===== src/rtl/fetch_unit_pkg.sv =====
// Shared processor definitions: default widths, opcode field bounds and
// the fetch sequencer state encoding.
package fetch_unit_pkg;

  localparam int INSTR_W_DEF = 19;
  localparam int ADDR_W_DEF  = 12;

  // Opcode field position inside an instruction word
  localparam int OPC_HI = 18;
  localparam int OPC_LO = 13;

  typedef enum logic {
    RUN   = 1'b0,
    FLUSH = 1'b1
  } fetch_state_t;

endpackage


===== src/rtl/fetch_unit_buffer.sv =====
// Two-entry FIFO holding fetched {instr, pc} pairs; head data reads as zero
// when empty so the outputs idle at zero.
module fetch_buffer
  import fetch_unit_pkg::*;
#(
  parameter int W = INSTR_W_DEF + ADDR_W_DEF
) (
  input  logic         clk,
  input  logic         rst,
  input  logic         clear,
  input  logic         push,
  input  logic         pop,
  input  logic [W-1:0] wdata,
  output logic         full,
  output logic         empty,
  output logic [W-1:0] head
);

  logic [W-1:0] mem [2];
  logic         wr_ptr;
  logic         rd_ptr;
  logic [1:0]   cnt;
  logic         do_push;
  logic         do_pop;

  assign empty   = (cnt == 2'd0);
  assign full    = (cnt == 2'd2);
  assign do_pop  = pop && !empty;
  assign do_push = push && (!full || do_pop);
  assign head    = empty ? '0 : mem[rd_ptr];

  always_ff @(posedge clk) begin
    if (rst || clear) begin
      mem[0] <= '0;
      mem[1] <= '0;
      wr_ptr <= 1'b0;
      rd_ptr <= 1'b0;
      cnt    <= 2'd0;
    end else begin
      if (do_push) begin
        mem[wr_ptr] <= wdata;
        wr_ptr      <= ~wr_ptr;
      end
      if (do_pop) rd_ptr <= ~rd_ptr;
      cnt <= cnt + {1'b0, do_push} - {1'b0, do_pop};
    end
  end

endmodule


===== src/rtl/fetch_unit.sv =====
// Instruction fetch: issues single-cycle-latency memory reads, buffers the
// responses and handles branch redirects with a one-cycle flush.
//
// state | meaning
// RUN   | normal sequential fetch, requests gated by buffer space
// FLUSH | cycle after a redirect; buffer empty, request at new PC
module fetch_unit
  import fetch_unit_pkg::*;
#(
  parameter int ADDR_W  = ADDR_W_DEF,
  parameter int INSTR_W = INSTR_W_DEF
) (
  input  logic               clk,
  input  logic               rst,
  output logic               imem_req,
  output logic [ADDR_W-1:0]  imem_addr,
  input  logic [INSTR_W-1:0] imem_rdata,
  input  logic               redirect_valid,
  input  logic [ADDR_W-1:0]  redirect_pc,
  output logic               instr_valid,
  input  logic               instr_ready,
  output logic [INSTR_W-1:0] instr,
  output logic [ADDR_W-1:0]  instr_pc
);

  fetch_state_t              state_q;
  logic [ADDR_W-1:0]         pc_q;
  logic [ADDR_W-1:0]         req_pc_q;
  logic                      in_flight_q;
  logic                      pop;
  logic                      push;
  logic                      space_ok;
  logic                      buf_full;
  logic                      buf_empty;
  logic [INSTR_W+ADDR_W-1:0] head;

  assign pop = instr_valid && instr_ready;

  // Occupancy plus in-flight minus pop must stay below two; with two slots
  // that leaves room unless the buffer is full, or holds one with one in flight.
  assign space_ok = pop || !(buf_full || (!buf_empty && in_flight_q));

  assign imem_req  = !rst && !redirect_valid && ((state_q == FLUSH) || space_ok);
  assign imem_addr = pc_q;

  // A response landing in a redirect cycle is dropped by the clear.
  assign push = in_flight_q && !redirect_valid;

  fetch_buffer #(.W(INSTR_W + ADDR_W)) u_buf (
    .clk   (clk),
    .rst   (rst),
    .clear (redirect_valid),
    .push  (push),
    .pop   (pop),
    .wdata ({imem_rdata, req_pc_q}),
    .full  (buf_full),
    .empty (buf_empty),
    .head  (head)
  );

  assign instr_valid = !buf_empty;
  assign instr       = head[INSTR_W+ADDR_W-1:ADDR_W];
  assign instr_pc    = head[ADDR_W-1:0];

  always_ff @(posedge clk) begin
    if (rst) begin
      state_q     <= RUN;
      pc_q        <= '0;
      req_pc_q    <= '0;
      in_flight_q <= 1'b0;
    end else begin
      in_flight_q <= imem_req;
      if (imem_req) req_pc_q <= pc_q;
      if (redirect_valid) begin
        state_q <= FLUSH;
        pc_q    <= redirect_pc;
      end else begin
        state_q <= RUN;
        if (imem_req) pc_q <= pc_q + ADDR_W'(1);
      end
    end
  end

endmodule


===== config.mk =====
export PLATFORM = sky130hd
export DESIGN_NAME = fetch_unit
export DESIGN_NICKNAME = d
export VERILOG_FILES = /design/src/rtl/fetch_unit_pkg.sv /design/src/rtl/fetch_unit_buffer.sv /design/src/rtl/fetch_unit.sv
export SDC_FILE = /design/constraint.sdc
export NUM_CORES = 1
export LEC_CHECK = 0
export ABC_AREA = 1
export BUFFER_PORTS_ARGS = -buffer_cell sky130_fd_sc_hd__buf_4
export CORE_UTILIZATION = 49
export CTS_BUF_LIST = sky130_fd_sc_hd__clkbuf_8
export DETAILED_ROUTE_END_ITERATION = 10
export PLACE_DENSITY_LB_ADDON = 0.08
export SLEW_MARGIN = 20
export SYNTH_ARGS = -nofsm -noshare
export SYNTH_HDL_FRONTEND = slang
export SYNTH_HIERARCHICAL = 1
export SYNTH_SLANG_ARGS = --single-unit

===== constraint.sdc =====
create_clock -name clk -period 2.7 [get_ports clk]
set_clock_uncertainty 0.05 [all_clocks]
set_input_delay 0.27 -clock clk [delete_from_list [all_inputs] [get_ports clk]]
set_output_delay 0.27 -clock clk [all_outputs]
set_load 0.005 [all_outputs]

[Word-level counts from Yosys, hierarchy flattened]
Memories as Yosys holds them, arrays and structs flattened. A register that Yosys moved wholly into a read port is not among the register bits.
Cells that the tools add are included.
Storage, ports and cells
  memories: 1
  logic and storage cells: 48
  bits in registers: 30
  input port bits: 35
  output and inout port bits: 45
  bits in writable memories: 62
Cells by class
  reduce and logical (&&, ||, !) cells: 20
  eq/ne operators: 1
  bitwise gates (word level): 2
  $add $sub $neg: 3
  multiplexer cells: 14
Memories
  u_buf.mem: depth 2, width 31, read ports 1, clocked after Yosys merged registers in 1, write ports 2, line fetch_unit_buffer.sv:19  | logic [W-1:0] mem [2];
Operators by type and width (count)
  31-bit two-way mux: 2
  31-bit OR reduction: 1
  12-bit two-way mux: 2
  12-bit by 1-bit adder with 12-bit output, second input constant: 1
  1-bit two-way mux: 10
  1-bit logical AND: 7
  1-bit zero test: 5
  1-bit logical OR: 5
  2-bit by 1-bit adder with 2-bit output: 1
  2-bit == test, second input constant: 1
  2-bit zero test: 1
  1-bit inverter: 2
  2-bit nonzero test: 1
  2-bit by 1-bit subtractor with 2-bit output: 1

[Logic depth before layout (Yosys ltp)]
  word-level depth: 11
  mapped depth: 15

[By module]
Netlist, hierarchy kept.
By module, submodules not included
  fetch_buffer: cells each 305, times used 1, area an instance 3066.7 um2
  fetch_unit: cells each 203, times used 1, area an instance 1412.6 um2

[Worst setup path before layout]
Ideal clock, no wire load.
  kind: register to register
  start: register u_buf.cnt[0]
  end: memory u_buf/mem[0][0] (netlist name), enable pin
  cell stages (with the launch flop): 9
  path slack: 0.347 ns
  period minus slack after synthesis: 2.353 ns
  buffers on the path: 2
  library setup time: 0.388 ns
  arrival time: 1.914 ns
  required time: 2.262 ns
  cell sequence: dfxtp_1 > nor2_2 > buf_2 > nor2_1 > inv_1 > nand2_2 > nand4_4 > buf_6 > nand2_1
RTL lines
  start: declaration: line fetch_unit_buffer.sv:22  | logic [1:0] cnt;
  start signal: assignment: line fetch_unit_buffer.sv:45  | cnt <= cnt + {1'b0, do_push} - {1'b0, do_pop};
  end: declaration: line fetch_unit_buffer.sv:19

[Worst setup path in the final report]
  start: register u_buf.cnt[0]
  end: output imem_req
On the way
  longest elaborated chain between the ends: 8
RTL lines
  2-bit zero test *: line fetch_unit_buffer.sv:26  | assign empty = (cnt == 2'd0);
  via buf_empty: line fetch_unit.sv:34  | logic buf_empty;
  1-bit zero test *: line fetch_unit.sv:41, fetch_unit.sv:61
  1-bit logical AND: line fetch_unit.sv:41  | assign space_ok = pop || !(buf_full || (!buf_empty && in_flight_q));
  1-bit logical OR: line fetch_unit.sv:41
  1-bit zero test: line fetch_unit.sv:41
  1-bit logical OR *: line fetch_unit.sv:41
  1-bit logical OR *: line fetch_unit.sv:43  | assign imem_req = !rst && !redirect_valid && ((state_q == FLUSH) || space_ok);
  1-bit logical AND *: line fetch_unit.sv:43
  end: declaration: line fetch_unit.sv:15  | output logic imem_req,
The timed path passes the listed nets; every way through them passes the cells marked *.

==> results.md <==
Outcome:
- The flow ran to the end, but the final reports show violations.
- The checks that failed: DRC.

Placed design:
- Routability-driven placement finished with a final weighted congestion of 0.816.
- The standard cell area after detailed placement is 5100 sq um.
- The cell total after placement is 681.
- Summed over all nets, the half-perimeter wirelength after detailed placement is 6.04 mm.
- The number of buffer cells added on primary ports is 79.

Clock network:
- The TritonCTS buffer count is 9.
- CTS saw 93 sinks.
- The maximum clock insertion buffer count is 2.
- The clock-pin slew on the worst setup and hold paths is 0.09 ns.
- TritonCTS built the clock tree.
- The later pin in the worst-skew pair is clocked with a latency of 0.35 ns.
- Post-CTS repair changed the size of 0 cells.
- Buffers inserted to repair hold after CTS numbered 0.
- The CTS H-tree depth is 3.
- After clock tree synthesis, the setup repair step added 0 buffers.
- CTS placed an instance of clkbuf_8 at the clock tree root.

Worst setup path:
- Along the worst path, the maximum fanout reaches 34.
- The worst register-to-register path begins at u_buf/cnt[0].
- The largest single stage delay on the critical path is 0.41 ns.
- Data on the critical path arrives at its endpoint at 2.10 ns.
- The critical path goes through nor2_2, buf_4, inv_2, nand2_1, nand2_2, a21boi_4, buf_4.
- The setup slack of the most critical reg-to-reg path is 0.72 ns.
- STA puts the critical path data required time at 2.38 ns.
- The cell seen most often among critical-path stages is buf_4.
- The worst setup path is of the flop to output port kind.
- Tracing the worst setup path back leads to its startpoint at u_buf/cnt[0].
- The endpoint class of the critical path is an output port.
- For this design, the slowest cell found on the critical path is a21boi_4.
- The startpoint kind of the worst setup timing path is a flop.

Floorplan:
- For this configuration, the core starts out at a cell density of 0.509.
- The initialized floorplan defines 34 standard-cell rows.
- Pin placement for this block handled 80 I/O pins.
- Measured along the x axis, the die boundary spans 97.6 um.
- The die is 97.6 um tall.
- The core region is 8810 sq um.
- The die covers 9530 sq um.

Finish:
- The repair_antennas step left the layout with diodes totalling 0.
- Relative to the synthesized area, the layout overhead comes to 18.3%.
- The fill cell instance count of the final layout is 818.
- After routing the design area is 5300 sq um.
- The final standard cell count with taps included and fillers excluded is 697.
- The area used by multi-input combinational logic is 1590 sq um.
- The area of all sequential standard cells is 2480 sq um.
- Once layout is complete, the utilization of the core stands at 0.602.
- The share of final-layout standard cells stronger than drive strength 1 is 0.248.
- At the end of the flow, the number of nets in the layout was 621.

Logic synthesis:
- The number of nets handed over by synthesis was 545.
- The number of flip-flops and latches in the synthesized netlist is 93.
- The share of the Yosys chip area taken by registers is 0.554.
- Summing every instance area after synthesis gives 4480 sq um.
- Synthesis produced 508 cells.
- The count of warnings emitted by yosys is 6.
- The average cell area after synthesis is 8.82 sq um.
- Synthesis instantiated 30 different standard cells from the library.

Routing:
- In this run the remaining antenna-violating nets after routing total 0.
- The routed layout has 3440 vias.
- After the first detailed-routing iteration, the DRC count stood at 136.
- The wire length after detailed routing is 9.11 mm.
- After detailed routing, the average wire length per cell comes to 13.1 um.
- The detailed-routing iteration count for the pre-antenna-repair pass is 7.
- The mean number of vias per cell is 4.94.
- In the routed design, unresolved DRC markers number 4.

Global routing:
- The first global-routing pass estimated 15.4 mm of wire.
- Entering global routing, the biggest net connects 35 pins.
- Global routing finished with a remaining overflow of 0.
- The number of antenna violations at the first check in global routing was 0.
- The via count of the first global-routing pass is 3331.
- For this run, the total global-route usage over all layers was measured as 0.203.

Min path:
- The hold path startpoint is redirect_pc[0].
- In this run the worst hold path is classified as input port to flop.

STA:
- Dividing the final minimum period by the clock period gives 0.895.
- Setup repair after global routing left no endpoint under its margin.
- The total negative slack is 0 ns.
- The upper clock frequency limit is 414 MHz.
- The final hold violation count is 0.
- Measured against its own limit, the worst slew margin works out to 0.662.
- For the pin with the worst max-slew slack, the measured transition is 0.507 ns.
- The clock period minus worst slack is 2.42 ns.
- The count of pins over their slew limit is 0.
- Setup violations remaining at the end of the flow were counted as 0.

Pwr:
- The worst-case IR drop observed on VDD is 0.000246 V.
- The ratio of total power to cell area is 525 nW/um^2.
- The static power due to leakage is 2.24 nW.

Run:
- The count of maximum capacitance violations is 0.
-- power by group --
part	switching (W)	internal (W)	total, W	leakage, nW
sequential	0.0000374	0.00158	0.00161	0.945
clock	0.000507	0.000432	0.000939	0.0960
combinational	0.000130	0.0000983	0.000229	1.20
-- cells in the final DEF (no fill, tap or decap), drive strengths merged, types with 3 or more instances in the layout --
master and count:
nand4 3, nor2 90, inv 62, o21ai 8, a21oi 41, buf 89, clkbuf 9, dfxtp 31
edfxtp 62, nand2 142, nand3 35
-- synth_stat cells --
cell type | number | share of area
nand2_1 | 136 | 0.11
o21ai_0 | 8 | 0.0089
nor3b_1 | 1 | 0.0017
dfxtp_1 | 31 | 0.14
a21oi_2 | 7 | 0.014
nor2_1 | 69 | 0.058
edfxtp_1 | 62 | 0.42
nand2_4 | 1 | 0.0025
inv_2 | 2 | 0.0017
inv_1 | 58 | 0.049
nand4_4 | 2 | 0.0095
xor2_1 | 1 | 0.0020
buf_6 | 9 | 0.023
nor2_2 | 17 | 0.024
o211ai_1 | 1 | 0.0017
xnor2_1 | 2 | 0.0039
a21boi_0 | 1 | 0.0017
nand3_1 | 34 | 0.038
buf_2 | 13 | 0.015
a21oi_1 | 33 | 0.037
ha_1 | 2 | 0.0056
a21oi_4 | 1 | 0.0036
nand3b_1 | 2 | 0.0034
nand2_2 | 5 | 0.0070
nor2_4 | 4 | 0.010
buf_4 | 2 | 0.0034
nand3_2 | 1 | 0.0022
a21boi_4 | 1 | 0.0042
nand4_1 | 1 | 0.0014
o21a_1 | 1 | 0.0017
-- flip-flops by register name, summed over array words and instances (netlist names), named ones only --
signal,count
u_buf/mem,62
in_flight_q,1
u_buf/wr_ptr,1
state_q,1
u_buf/rd_ptr,1
u_buf/cnt,2
imem_addr,12
req_pc_q,12
-- metal layers --
metal,GRT usage,routed length (um)
met1,0.277,4340
met4,0.0641,101
met5,0,0
met3,0.0353,382
met2,0.332,4290
-- worst max-delay path: cells and delay by family, from the launching register on --
family	cells	cell delay [ns]
buffers and inverters	3	0.68
DFF	1	0.37
AOI/OAI and AO/OA	1	0.41
and+or+nand+nor	3	0.28
-- stage by stage --
step                hold slack, ns  worst slack [ns]  power [W]
floorplan                    0.295             0.347    0.00178
global placement             0.405             0.702    0.00187
detailed placement           0.411             0.648    0.00188
CTS                         0.0788             0.251    0.00280
global route                 0.103             0.122    0.00289
finish                      0.0922             0.283    0.00278
-- cell type report --
| class | instances | share of cell area |
|---|---|---|
| clock buffer | 9 | 0.0234 |
| clock inverter | 7 | 0.0137 |
| inverter | 60 | 0.0425 |
| multi-input combinational | 331 | 0.300 |
| sequential | 93 | 0.469 |
| tap | 108 | 0.0255 |
| timing repair buffer | 89 | 0.126 |
-- worst paths after layout --
path | endpoint | cells past startpoint
max | imem_req | 7
min | imem_addr[0] | 3
max reg2reg | u_buf/mem[1][0] | 7
min reg2reg | req_pc_q[2] | 2
-- logic make-up after synthesis --
logic type,share of synthesized area
xor gates and xnor gates,0.00587
DFF,0.554
adders and majority gates,0.00559
AOI/OAI and AO/OA,0.0724
buffers and inverters,0.0908
and+or+nand+nor,0.271
No activity file was read; power rests on OpenSTA's default activity.
